==> config.mk <==
export PLATFORM = sky130hd
export DESIGN_NAME = uart_tx_mmio_flat
export DESIGN_NICKNAME = d
export VERILOG_FILES = /design/src/rtl/uart_tx_mmio_if.sv /design/src/rtl/uart_tx_mmio.sv /design/src/flat_wrapper.sv
export SDC_FILE = /design/constraint.sdc
export NUM_CORES = 1
export LEC_CHECK = 0
export ABC_AREA = 1
export CAP_MARGIN = 30
export CORE_AREA = 4 4 128 130
export DETAILED_ROUTE_END_ITERATION = 12
export DIE_AREA = 0 0 132 134
export GPL_ROUTABILITY_DRIVEN = 0
export GPL_TIMING_DRIVEN = 0
export RECOVER_POWER = 100
export SETUP_SLACK_MARGIN = 0.2
export SKIP_CTS_REPAIR_TIMING = 1
export SLEW_MARGIN = 20
export SYNTH_ARGS = -nofsm -noshare
export SYNTH_HDL_FRONTEND = slang
export SYNTH_SLANG_ARGS = --single-unit
export TNS_END_PERCENT = 50
==> constraint.sdc <==
create_clock -name clk -period 3.7 [get_ports clk]
set_clock_uncertainty 0.15 [all_clocks]
set_input_delay 0.37 -clock clk [delete_from_list [all_inputs] [get_ports clk]]
set_output_delay 0.37 -clock clk [all_outputs]
set_load 0.005 [all_outputs]
==> src/rtl/uart_tx_mmio_if.sv <==
`default_nettype none
// ============================================================================
// Module      : uart_tx_mmio_if
// Description : Load/store port bundle shared by the datapath and the
//               memory-mapped UART transmitter.
// Revision    : 1.0 - initial release
// ============================================================================
interface uart_tx_mmio_if;
    logic        rd_en;
    logic        wr_en;
    logic [2:0]  rd_mask;
    logic [31:0] addr;
    logic [31:0] wdata;
    logic [31:0] rdata;

    modport master (
        output rd_en, wr_en, rd_mask, addr, wdata,
        input  rdata
    );

    modport slave (
        input  rd_en, wr_en, rd_mask, addr, wdata,
        output rdata
    );
endinterface
`default_nettype wire

==> src/rtl/uart_tx_mmio.sv <==
`default_nettype none
// ============================================================================
// Module      : uart_tx_mmio
// Description : Memory-mapped 8N1 UART transmitter on the load/store port.
//               Stores to TXDATA queue bytes in a small FIFO; a bit-timing
//               FSM serialises them onto tx. Loads return status/config
//               combinationally. Optional even parity bit is compiled in
//               with the UART_TX_PARITY_EN macro.
// Revision    : 1.0 - initial release
// ============================================================================
module uart_tx_mmio #(
    parameter logic [31:0] BASE        = 32'h0000_0400,
    parameter int          FIFO_DEPTH  = 4,
    parameter logic [15:0] DEFAULT_DIV = 16'd868
) (
    input  logic          clk,
    input  logic          reset,
    uart_tx_mmio_if.slave bus,
    output logic          tx,
    output logic          tx_empty
);

    localparam int c_AW = $clog2(FIFO_DEPTH);
    localparam int c_PW = c_AW + 1;

    localparam logic [2:0] c_ST_IDLE   = 3'd0;
    localparam logic [2:0] c_ST_START  = 3'd1;
    localparam logic [2:0] c_ST_DATA   = 3'd2;
    localparam logic [2:0] c_ST_STOP   = 3'd3;
`ifdef UART_TX_PARITY_EN
    localparam logic [2:0] c_ST_PARITY = 3'd4;
    localparam logic       c_PAR       = 1'b1;
`else
    localparam logic       c_PAR       = 1'b0;
`endif

    // ------------------------------------------------------------------
    // Registered state
    // ------------------------------------------------------------------
    logic [c_PW-1:0] r_wptr;
    logic [c_PW-1:0] r_rptr;
    logic [7:0]      r_mem [FIFO_DEPTH];
    logic            r_ovf;
    logic [15:0]     r_div;

    logic [2:0]      r_state;
    logic [15:0]     r_timer;
    logic [7:0]      r_shift;
    logic [2:0]      r_bitcnt;
    logic            r_tx;
`ifdef UART_TX_PARITY_EN
    logic            r_par;
    logic            w_par_nxt;
`endif

    // ------------------------------------------------------------------
    // Combinational signals
    // ------------------------------------------------------------------
    logic        w_sel;
    logic        w_wr;
    logic        w_wr_txd;
    logic        w_wr_stat;
    logic        w_wr_div;
    logic        w_full;
    logic        w_empty;
    logic        w_busy;
    logic        w_pop;
    logic        w_push;
    logic        w_ovf_set;
    logic [7:0]  w_fifo_head;
    logic [15:0] w_bit_len;
    logic        w_timer_end;

    logic [2:0]  w_state_nxt;
    logic [15:0] w_timer_nxt;
    logic [7:0]  w_shift_nxt;
    logic [2:0]  w_bitcnt_nxt;
    logic        w_tx_nxt;

    logic [31:0] w_reg;
    logic [31:0] w_lane;
    logic [31:0] w_load;
    logic        w_unused;

    assign w_sel     = (bus.addr[31:4] == BASE[31:4]);
    assign w_wr      = bus.wr_en && w_sel;
    assign w_wr_txd  = w_wr && (bus.addr[3:2] == 2'd0);
    assign w_wr_stat = w_wr && (bus.addr[3:2] == 2'd1);
    assign w_wr_div  = w_wr && (bus.addr[3:2] == 2'd2);

    // Extra pointer bit distinguishes full from empty when indices match.
    assign w_empty   = (r_wptr == r_rptr);
    assign w_full    = (r_wptr[c_PW-1] != r_rptr[c_PW-1]) &&
                       (r_wptr[c_AW-1:0] == r_rptr[c_AW-1:0]);
    assign w_busy    = (r_state != c_ST_IDLE);

    // A pop in the same cycle frees a slot, so a push while full still lands.
    assign w_push    = w_wr_txd && (!w_full || w_pop);
    assign w_ovf_set = w_wr_txd && w_full && !w_pop;

    assign w_fifo_head = r_mem[r_rptr[c_AW-1:0]];
    // BAUDDIV is never 0, so the reload value never underflows.
    assign w_bit_len   = r_div - 16'd1;
    assign w_timer_end = (r_timer == 16'd0);

    assign tx        = r_tx;
    assign tx_empty  = w_empty && !w_busy;
    assign w_unused  = &{1'b0, bus.wdata[31:16]};

    // FIFO pointers, sticky overflow flag and baud divisor register.
    always_ff @(posedge clk) begin
        if (reset) begin
            r_wptr <= '0;
            r_rptr <= '0;
            r_ovf  <= 1'b0;
            r_div  <= DEFAULT_DIV;
        end else begin
            if (w_push) begin
                r_wptr <= r_wptr + c_PW'(1);
            end
            if (w_pop) begin
                r_rptr <= r_rptr + c_PW'(1);
            end
            if (w_ovf_set) begin
                r_ovf <= 1'b1;
            end else if (w_wr_stat && bus.wdata[3]) begin
                r_ovf <= 1'b0;
            end
            if (w_wr_div) begin
                r_div <= (bus.wdata[15:0] == 16'd0) ? 16'd1 : bus.wdata[15:0];
            end
        end
    end

    // FIFO storage; contents are don't-care until the pointers say otherwise.
    always_ff @(posedge clk) begin
        if (w_push) begin
            r_mem[r_wptr[c_AW-1:0]] <= bus.wdata[7:0];
        end
    end

    // Transmit FSM state register.
    always_ff @(posedge clk) begin
        if (reset) begin
            r_state  <= c_ST_IDLE;
            r_timer  <= 16'd0;
            r_shift  <= 8'd0;
            r_bitcnt <= 3'd0;
            r_tx     <= 1'b1;
`ifdef UART_TX_PARITY_EN
            r_par    <= 1'b0;
`endif
        end else begin
            r_state  <= w_state_nxt;
            r_timer  <= w_timer_nxt;
            r_shift  <= w_shift_nxt;
            r_bitcnt <= w_bitcnt_nxt;
            r_tx     <= w_tx_nxt;
`ifdef UART_TX_PARITY_EN
            r_par    <= w_par_nxt;
`endif
        end
    end

    // Transmit FSM next state; each bit reloads the timer from the current BAUDDIV.
    always_comb begin
        w_state_nxt  = r_state;
        w_timer_nxt  = r_timer;
        w_shift_nxt  = r_shift;
        w_bitcnt_nxt = r_bitcnt;
        w_tx_nxt     = r_tx;
        w_pop        = 1'b0;
`ifdef UART_TX_PARITY_EN
        w_par_nxt    = r_par;
`endif
        case (r_state)
            c_ST_IDLE: begin
                w_tx_nxt = 1'b1;
                if (!w_empty) begin
                    w_pop       = 1'b1;
                    w_shift_nxt = w_fifo_head;
                    w_timer_nxt = w_bit_len;
                    w_tx_nxt    = 1'b0;
                    w_state_nxt = c_ST_START;
`ifdef UART_TX_PARITY_EN
                    w_par_nxt   = ^w_fifo_head;
`endif
                end
            end
            c_ST_START: begin
                if (w_timer_end) begin
                    w_state_nxt  = c_ST_DATA;
                    w_tx_nxt     = r_shift[0];
                    w_shift_nxt  = {1'b0, r_shift[7:1]};
                    w_bitcnt_nxt = 3'd0;
                    w_timer_nxt  = w_bit_len;
                end else begin
                    w_timer_nxt = r_timer - 16'd1;
                end
            end
            c_ST_DATA: begin
                if (w_timer_end) begin
                    w_timer_nxt = w_bit_len;
                    if (r_bitcnt == 3'd7) begin
`ifdef UART_TX_PARITY_EN
                        w_state_nxt = c_ST_PARITY;
                        w_tx_nxt    = r_par;
`else
                        w_state_nxt = c_ST_STOP;
                        w_tx_nxt    = 1'b1;
`endif
                    end else begin
                        w_tx_nxt     = r_shift[0];
                        w_shift_nxt  = {1'b0, r_shift[7:1]};
                        w_bitcnt_nxt = r_bitcnt + 3'd1;
                    end
                end else begin
                    w_timer_nxt = r_timer - 16'd1;
                end
            end
`ifdef UART_TX_PARITY_EN
            c_ST_PARITY: begin
                if (w_timer_end) begin
                    w_state_nxt = c_ST_STOP;
                    w_tx_nxt    = 1'b1;
                    w_timer_nxt = w_bit_len;
                end else begin
                    w_timer_nxt = r_timer - 16'd1;
                end
            end
`endif
            c_ST_STOP: begin
                if (w_timer_end) begin
                    w_state_nxt = c_ST_IDLE;
                    w_tx_nxt    = 1'b1;
                end else begin
                    w_timer_nxt = r_timer - 16'd1;
                end
            end
            default: begin
                w_state_nxt = c_ST_IDLE;
                w_tx_nxt    = 1'b1;
            end
        endcase
    end

    // Load path: pick the register, shift the addressed lane down, extend.
    always_comb begin
        w_reg = 32'd0;
        case (bus.addr[3:2])
            2'd1:    w_reg = {27'd0, c_PAR, r_ovf, w_busy, w_empty, w_full};
            2'd2:    w_reg = {16'd0, r_div};
            default: w_reg = 32'd0;
        endcase
        w_lane = w_reg >> {bus.addr[1:0], 3'b000};
        case (bus.rd_mask)
            3'b000:  w_load = {{24{w_lane[7]}}, w_lane[7:0]};
            3'b001:  w_load = {{16{w_lane[15]}}, w_lane[15:0]};
            3'b010:  w_load = w_reg;
            3'b100:  w_load = {24'd0, w_lane[7:0]};
            3'b101:  w_load = {16'd0, w_lane[15:0]};
            default: w_load = 32'd0;
        endcase
    end

    assign bus.rdata = (bus.rd_en && w_sel) ? w_load : 32'd0;

endmodule
`default_nettype wire

==> src/flat_wrapper.sv <==
// flat-port wrapper written by rule: the top's interface ports become plain ports
module uart_tx_mmio_flat 
#(
    parameter logic [31:0] BASE        = 32'h0000_0400,
    parameter int          FIFO_DEPTH  = 4,
    parameter logic [15:0] DEFAULT_DIV = 16'd868
)
  (clk, reset, tx, tx_empty, bus_rd_en, bus_wr_en, bus_rd_mask, bus_addr, bus_wdata, bus_rdata);
  uart_tx_mmio_if bus_i ();
  input  logic clk;
  input  logic reset;
  output logic tx;
  output logic tx_empty;
  input wire logic [$bits(bus_i.rd_en)-1:0] bus_rd_en;
  input wire logic [$bits(bus_i.wr_en)-1:0] bus_wr_en;
  input wire logic [$bits(bus_i.rd_mask)-1:0] bus_rd_mask;
  input wire logic [$bits(bus_i.addr)-1:0] bus_addr;
  input wire logic [$bits(bus_i.wdata)-1:0] bus_wdata;
  output wire logic [$bits(bus_i.rdata)-1:0] bus_rdata;
  assign bus_i.rd_en = bus_rd_en;
  assign bus_i.wr_en = bus_wr_en;
  assign bus_i.rd_mask = bus_rd_mask;
  assign bus_i.addr = bus_addr;
  assign bus_i.wdata = bus_wdata;
  assign bus_rdata = bus_i.rdata;
  uart_tx_mmio #(.BASE(BASE), .FIFO_DEPTH(FIFO_DEPTH), .DEFAULT_DIV(DEFAULT_DIV)) u_core (.clk(clk), .reset(reset), .bus(bus_i), .tx(tx), .tx_empty(tx_empty));
endmodule
==> results of run 1 <==
==> area by class of cell <==
cell class,count,share of cell area [%]
Tap cell,188,3.486
Clock inverter,6,0.7602
Buffer,34,3.022
Timing Repair Buffer,91,13.39
Multi-Input combinational cell,554,40.50
Sequential cell,87,30.56
Inverter,88,4.895
Clock buffer,10,3.393
==> kinds of logic after synthesis <==
group                    Yosys count  share of synthesized area [%]
XOR/XNOR                          18                          3.062
adder cells (fa/ha/maj)           17                          3.943
buffers and inverters            122                          10.35
flip-flops                        87                          38.23
AO/OA/AOI/OAI                    122                          12.57
AND/OR/NAND/NOR                  397                          31.85
==> how the worst max path moves through the flow <==
stage          slack (ns)             to  depth (start not counted)
6_report             0.43  bus_rdata[30]                         11
4_1_cts             -0.12  bus_rdata[30]                         11
5_1_grt              0.22  bus_rdata[30]                         11
3_3_place_gp        -0.28  bus_rdata[25]                         10
2_1_floorplan        1.03  bus_rdata[17]                          8
3_5_place_dp        -0.11  bus_rdata[30]                         11
==> placed cells by master, fill, tap and decap left out, types with 2 or more instances in the layout <==
| cell type | synthesis | layout |
|---|---|---|
| buf_6 | 4 | 2 |
| dfxtp_1 | 55 | 55 |
| a21boi_0 | 1 | 2 |
| clkbuf_1 | 8 | 14 |
| nor2_1 | 125 | 127 |
| o21ai_0 | 29 | 33 |
| nor2_2 | 4 | 3 |
| inv_6 | 0 | 4 |
| nor3_1 | 2 | 2 |
| xnor2_1 | 4 | 4 |
| o21ai_1 | 19 | 15 |
| buf_2 | 4 | 3 |
| nand3_1 | 49 | 48 |
| o21bai_1 | 2 | 2 |
| inv_2 | 6 | 5 |
| clkbuf_16 | 0 | 9 |
| clkdlybuf4s50_1 | 0 | 50 |
| nand2_2 | 10 | 8 |
| edfxtp_1 | 32 | 32 |
| inv_1 | 82 | 83 |
| nor4_1 | 4 | 4 |
| nand3b_1 | 2 | 2 |
| nor2_4 | 3 | 3 |
| buf_4 | 17 | 18 |
| ha_1 | 17 | 17 |
| xor2_1 | 13 | 13 |
| nand2_1 | 182 | 184 |
| o211ai_1 | 3 | 3 |
| nand4_1 | 8 | 9 |
| nand3_2 | 1 | 2 |
| a21oi_1 | 52 | 55 |
| dlygate4sd3_1 | 0 | 38 |
| o22ai_1 | 8 | 8 |
| nand2_4 | 2 | 2 |
==> flip-flops by register name, indices dropped and copies added (netlist names), named ones only <==
name	count
u_core.r_bitcnt	3
u_core.r_div	16
u_core.r_mem	32
u_core.r_ovf	1
u_core.r_rptr	3
u_core.r_shift	8
u_core.r_state	2
u_core.r_timer	16
u_core.r_wptr	3
u_core.tx	1
==> synthesized netlist by cell type <==
cell,instances,area (um2)
buf_4,17,127.6
nor2_1,125,469.2
nor3_1,2,10.01
clkbuf_1,8,30.03
o21ai_2,1,8.760
nand2_2,10,62.56
o211ai_2,1,12.51
a21oi_2,4,35.03
nand3_1,49,245.2
ha_1,17,212.7
clkbuf_2,1,5.000
dfxtp_1,55,1101
a21oi_1,52,260.3
nor2_4,3,33.78
o31ai_1,1,7.510
o21bai_1,2,15.01
nand2_4,2,22.52
and2_2,1,7.510
buf_6,4,45.04
o211ai_1,3,22.52
inv_2,6,22.52
buf_2,4,20.02
a21boi_0,1,7.510
nand2_1,182,683.2
nand4_1,8,50.05
nand3b_1,2,15.01
nor2_8,2,40.04
nor2_2,4,25.02
o22ai_1,8,50.05
xor2_1,13,113.9
xnor2_1,4,35.03
nand3_2,1,10.01
nor4_1,4,25.02
edfxtp_1,32,960.9
nand4_2,1,12.51
xnor2_2,1,16.27
o21ai_1,19,95.09
o21ai_0,29,145.1
or2_2,1,6.260
inv_1,82,307.8
a21boi_4,1,18.77
==> power breakdown <==
group / switching, mW / internal [mW]
Combinational: 0.923 / 0.522
Sequential: 0.108 / 1.13
Clock: 0.409 / 0.469
Total: 1.44 / 2.12
==> metal layers <==
| layer | track usage, % | share of wire, % | routed length (um) | vias up |
|---|---|---|---|---|
| li1 | - | - | - | 2646 |
| met1 | 23.12 | 48 | 6973 | 2201 |
| met2 | 27.19 | 45 | 6557 | 111 |
| met3 | 3.826 | 5.5 | 799 | 12 |
| met4 | 4.026 | 0.95 | 137 | 0 |
| met5 | 0 | 0 | 0 | - |
==> through the flow <==
stage               hold slack, ns  instance area [um2]
detailed placement          0.3136                 6518
floorplan                   0.2716                 5394
finish                      0.3191                 6748
global route                0.3568                 6748
global placement            0.3092                 6510
CTS                         0.3234                 6798
==> worst reg2reg max path: stages, from the launching register on <==
cell,delay [ns]
dfxtp_1,0.33
inv_1,0.10
ha_1,0.32
inv_1,0.18
nand4_1,0.17
nand4_1,0.33
nor2_1,0.77
==> results.cfg, run 1 <==
[job]
drv_cap = 0

[global_routing]
grt_use_total_pct = 16.88
grt_pass1_vias = 4819
antenna_found_initial = 0
grt_max_degree = 17
grt_pass1_wl_mm = 24.25
grt_overflow = 0

[yosys]
ys_ff_latch = 87
synth_cell_type_count = 41
synth_warnings = 0
synthCells = 763
synth.avg_cell_area_um2 = 7.069
syn_area_um2 = 5394
syn-num-nets = 851
yosysSeqAreaShare_pct = 38.23

[worst_setup_path]
crit_path_end_kind = output pin
r2r_start = u_core.r_state[0]
rr_endpoint = u_core.r_mem[3][3]
crit_path_cell_trace = clkdlybuf4s50_1 -> inv_1 -> ha_1 -> buf_2 -> nand3_1 -> o21ai_0 -> nand3_2 -> a21oi_4 -> buf_4 -> buf_4 -> dlygate4sd3_1
max_stage_delay_ns = 0.56
start_kind = primary input
cpMostUsedCell = buf_4
crit_family = buffers and inverters
r2r_slack_ns = 0.98
path_max_fanout = 10
cp_num_buf_inv = 6
critPathKind = primary input to output pin
worstRegToRegCells = 6
worst_ep_required_time_ns = 3.18
startpoint = bus_addr[2]
cp_slowest_cell = dlygate4sd3_1
arrival_ns = 2.75

[sta]
finalCritPeriodShare_pct = 88.43
worst_slew_pin_slew_ns = 0.8534
setup_tns_ns = 0
drv_slew = 0
setup-violations-final = 0
fin_ws_ns = 0.4283
rsz0062_at_grt = no
clock.fmax_mhz = 305.6
finalHoldViolCount = 0
slew_headroom_pct = 42.90
finalCriticalPeriod_ns = 3.272

[floorplan]
initial_core_util_pct = 35.61
core_area_um2 = 15150
die_w_um = 132
die_h_um = 134
dieArea_um2 = 17690
num_rows = 45
pin_count = 105

[finish]
finalNonFillerCells = 1058
seq_area_um2 = 2062
diodes = 0
multi_input_area_um2 = 2733
drive_gt1_share_pct = 7.816
nets = 953
syn_to_final_growth_pct = 25.10
nFillCells = 1620
post-route-util_pct = 44.55

[hold_path]
hp-class = register to register
whs_path_depth = 2
hold_path_startpoint = u_core.r_shift[0]
whs_endpoint = u_core.r_shift[0]

[pwr]
total_power_mw = 3.560
p_per_area_nw_per_um2 = 527.6
max-vdd-ir-drop_mv = 0.2736
p_leak_nw = 2.951

[placement]
port_buffers = 88
place_hpwl_mm = 10.94
place_inst = 1040
dp_slack_ns = -0.1071

[clock_tree]
clock_sinks = 87
clkTransAtPathRegs_ns = 0.06
cts_root_buffer = clkbuf_16
cts_buffers = 9
cts_buffer_depth = 2
clock_latency_ns = 0.35
cts_max_level = 3
cts_tree = built

[status]
status = finished, final reports clean

[route]
num_vias = 4970
avgViaCountPerCell = 4.698
wl_mm = 14.47
remaining_drc_errors = 0
drt_first_pass_iters = 5
antenna_left = 0
drt_iter0_drc = 323
wire_per_inst_um = 13.67
Note: power is estimated with default switching activity, not from simulation.
==> run 2, diff against run 1 <==
--- a/config.mk
+++ b/config.mk
@@ -7,13 +7,13 @@
 export LEC_CHECK = 0
 export ABC_AREA = 1
 export CAP_MARGIN = 30
-export CORE_AREA = 4 4 128 130
+export CORE_AREA = 2 2 126 128
 export DETAILED_ROUTE_END_ITERATION = 12
-export DIE_AREA = 0 0 132 134
+export DIE_AREA = 0 0 128 130
 export GPL_ROUTABILITY_DRIVEN = 0
 export GPL_TIMING_DRIVEN = 0
 export RECOVER_POWER = 100
-export SETUP_SLACK_MARGIN = 0.2
+export SETUP_SLACK_MARGIN = 0.05
 export SKIP_CTS_REPAIR_TIMING = 1
 export SLEW_MARGIN = 20
 export SYNTH_ARGS = -nofsm -noshare
==> run 2 against run 1 <==
  * Flip-flop and latch count unchanged
  * Highest routed layer unchanged
  * Die area decreased by 5.9%
  * Critical path type unchanged
  * Critical path depth unchanged
  * Utilization decreased by 0.91 points
  * Via count about the same
  * Design area decreased by 0.24%
  * Clock power increased by 1%
  * Register-to-register slack about the same
==> results.cfg, run 2 (same netlist as run 1, synthesis figures left out) <==
[route]
remaining_drc_errors = 0
wl_mm = 14.24
drt_iter0_drc = 321
drt_first_pass_iters = 6
wire_per_inst_um = 13.44
antenna_left = 0
num_vias = 4973
avgViaCountPerCell = 4.692

[clock_tree]
clock_sinks = 87
clock_latency_ns = 0.35
cts_tree = built
clkTransAtPathRegs_ns = 0.07
cts_buffer_depth = 2
cts_max_level = 3
cts_buffers = 9
cts_root_buffer = clkbuf_16

[sta]
worst_slew_pin_slew_ns = 0.7885
finalCritPeriodShare_pct = 91.98
setup-violations-final = 0
drv_slew = 0
clock.fmax_mhz = 293.8
finalHoldViolCount = 0
slew_headroom_pct = 47.24
finalCriticalPeriod_ns = 3.403
setup_tns_ns = 0
rsz0062_at_grt = no

[pwr]
total_power_mw = 3.571
p_leak_nw = 2.884
max-vdd-ir-drop_mv = 0.2707
p_per_area_nw_per_um2 = 530.4

[worst_setup_path]
arrival_ns = 2.88
critPathKind = primary input to output pin
path_max_fanout = 10
worst_ep_required_time_ns = 3.18
r2r_slack_ns = 0.98
start_kind = primary input
crit_path_end_kind = output pin

[finish]
diodes = 0
drive_gt1_share_pct = 7.604
nets = 951
syn_to_final_growth_pct = 24.80
largest_reg_flops = 32
nFillCells = 1627
layout_common_cells = 184 x nand2_1, 128 x nor2_1, 83 x inv_1
multi_input_area_um2 = 2729
final_common_cell = nand2_1
seq_area_um2 = 2062

[floorplan]
dieArea_um2 = 16640
pin_count = 105
initial_core_util_pct = 34.97
die_w_um = 128
num_rows = 46
die_h_um = 130
core_area_um2 = 15420

[hold_path]
hp-class = register to register

[global_routing]
grt_max_degree = 18
grt_overflow = 0
antenna_found_initial = 0
grt_pass1_wl_mm = 23.57
grt_pass1_vias = 4868
grt_use_total_pct = 17.94

[job]
drv_cap = 0

[placement]
port_buffers = 88
place_hpwl_mm = 10.72

[status]
status = finished, final reports clean
==> run 2: cell count changes in the layout (fill, tap and decap cells not counted) <==
cell and change:
clkdlybuf4s50_1 +14, dlygate4sd3_1 -14, buf_4 -12, clkbuf_4 +10
a21oi_1 -1, a21oi_2 +1, buf_6 -1, clkinv_2 -1
clkinv_4 +1, clkinvlp_2 +1, nor2_1 +1, nor2_4 -1
==> run 2: final timing paths <==
kind,end,depth (start not counted),start
max,bus_rdata[29],11,bus_addr[2]
min,u_core.r_ovf,2,u_core.r_ovf
max reg2reg,u_core.r_mem[0][2],6,u_core.r_state[0]
min reg2reg,u_core.r_ovf,2,u_core.r_ovf
==> run 2: layout make-up <==
type                       instances  share of cell area, %
buffer                            34                  2.918
clock buffer                       9                  3.346
clock inverter                     7                 0.8922
inverter                          88                  4.907
multi-input combinational        554                  40.54
sequential                        87                  30.63
tap                              192                  3.569
timing repair buffer              89                  13.20
==> run 2: worst max-delay path: stages <==
cell	delay [ns]
clkdlybuf4s50_1	0.43
inv_1	0.09
ha_1	0.20
buf_2	0.22
nand3_1	0.09
o21ai_0	0.13
nand3_2	0.25
a21oi_4	0.28
buf_4	0.20
clkbuf_4	0.13
clkdlybuf4s50_1	0.49
==> run 2: power breakdown <==
part	total, mW	internal (mW)	switching [mW]	leakage, nW
sequential	1.24	1.13	0.112	0.737
clock	0.890	0.469	0.421	0.139
combinational	1.44	0.512	0.926	2.01
total	3.57	2.11	1.46	2.88
==> run 2: metal layers <==
metal  vias up  part of all wire, %  GRT usage [%]
li1       2641                    -              -
met5         -                    0              0
met2       125                   45          29.51
met4         0                  1.7          5.495
met1      2191                   49          23.72
met3        16                  3.9          3.977
==> run 2: per-stage QoR <==
step	setup slack, ns	util [%]	instances	area, um2	hold slack, ns
6_report	0.2968	43.64	1060	6731	0.3282
5_1_grt	0.07326	43.64	1060	6731	0.3502
4_1_cts	-0.07320	44.14	1060	6808	0.3278
3_5_place_dp	-0.06127	42.29	1044	6523	0.3019
3_3_place_gp	-0.2535	42.24	1043	6515	0.2975
2_1_floorplan	1.034	-	763	5394	0.2716
==> run 3, diff against run 2 <==
--- a/config.mk
+++ b/config.mk
@@ -8,6 +8,7 @@
 export ABC_AREA = 1
 export CAP_MARGIN = 30
 export CORE_AREA = 2 2 126 128
+export CTS_CLUSTER_DIAMETER = 80
 export DETAILED_ROUTE_END_ITERATION = 12
 export DIE_AREA = 0 0 128 130
 export GPL_ROUTABILITY_DRIVEN = 0
==> results of run 3 <==
The final DEF is identical to that of run 2; final timing and power are the same.
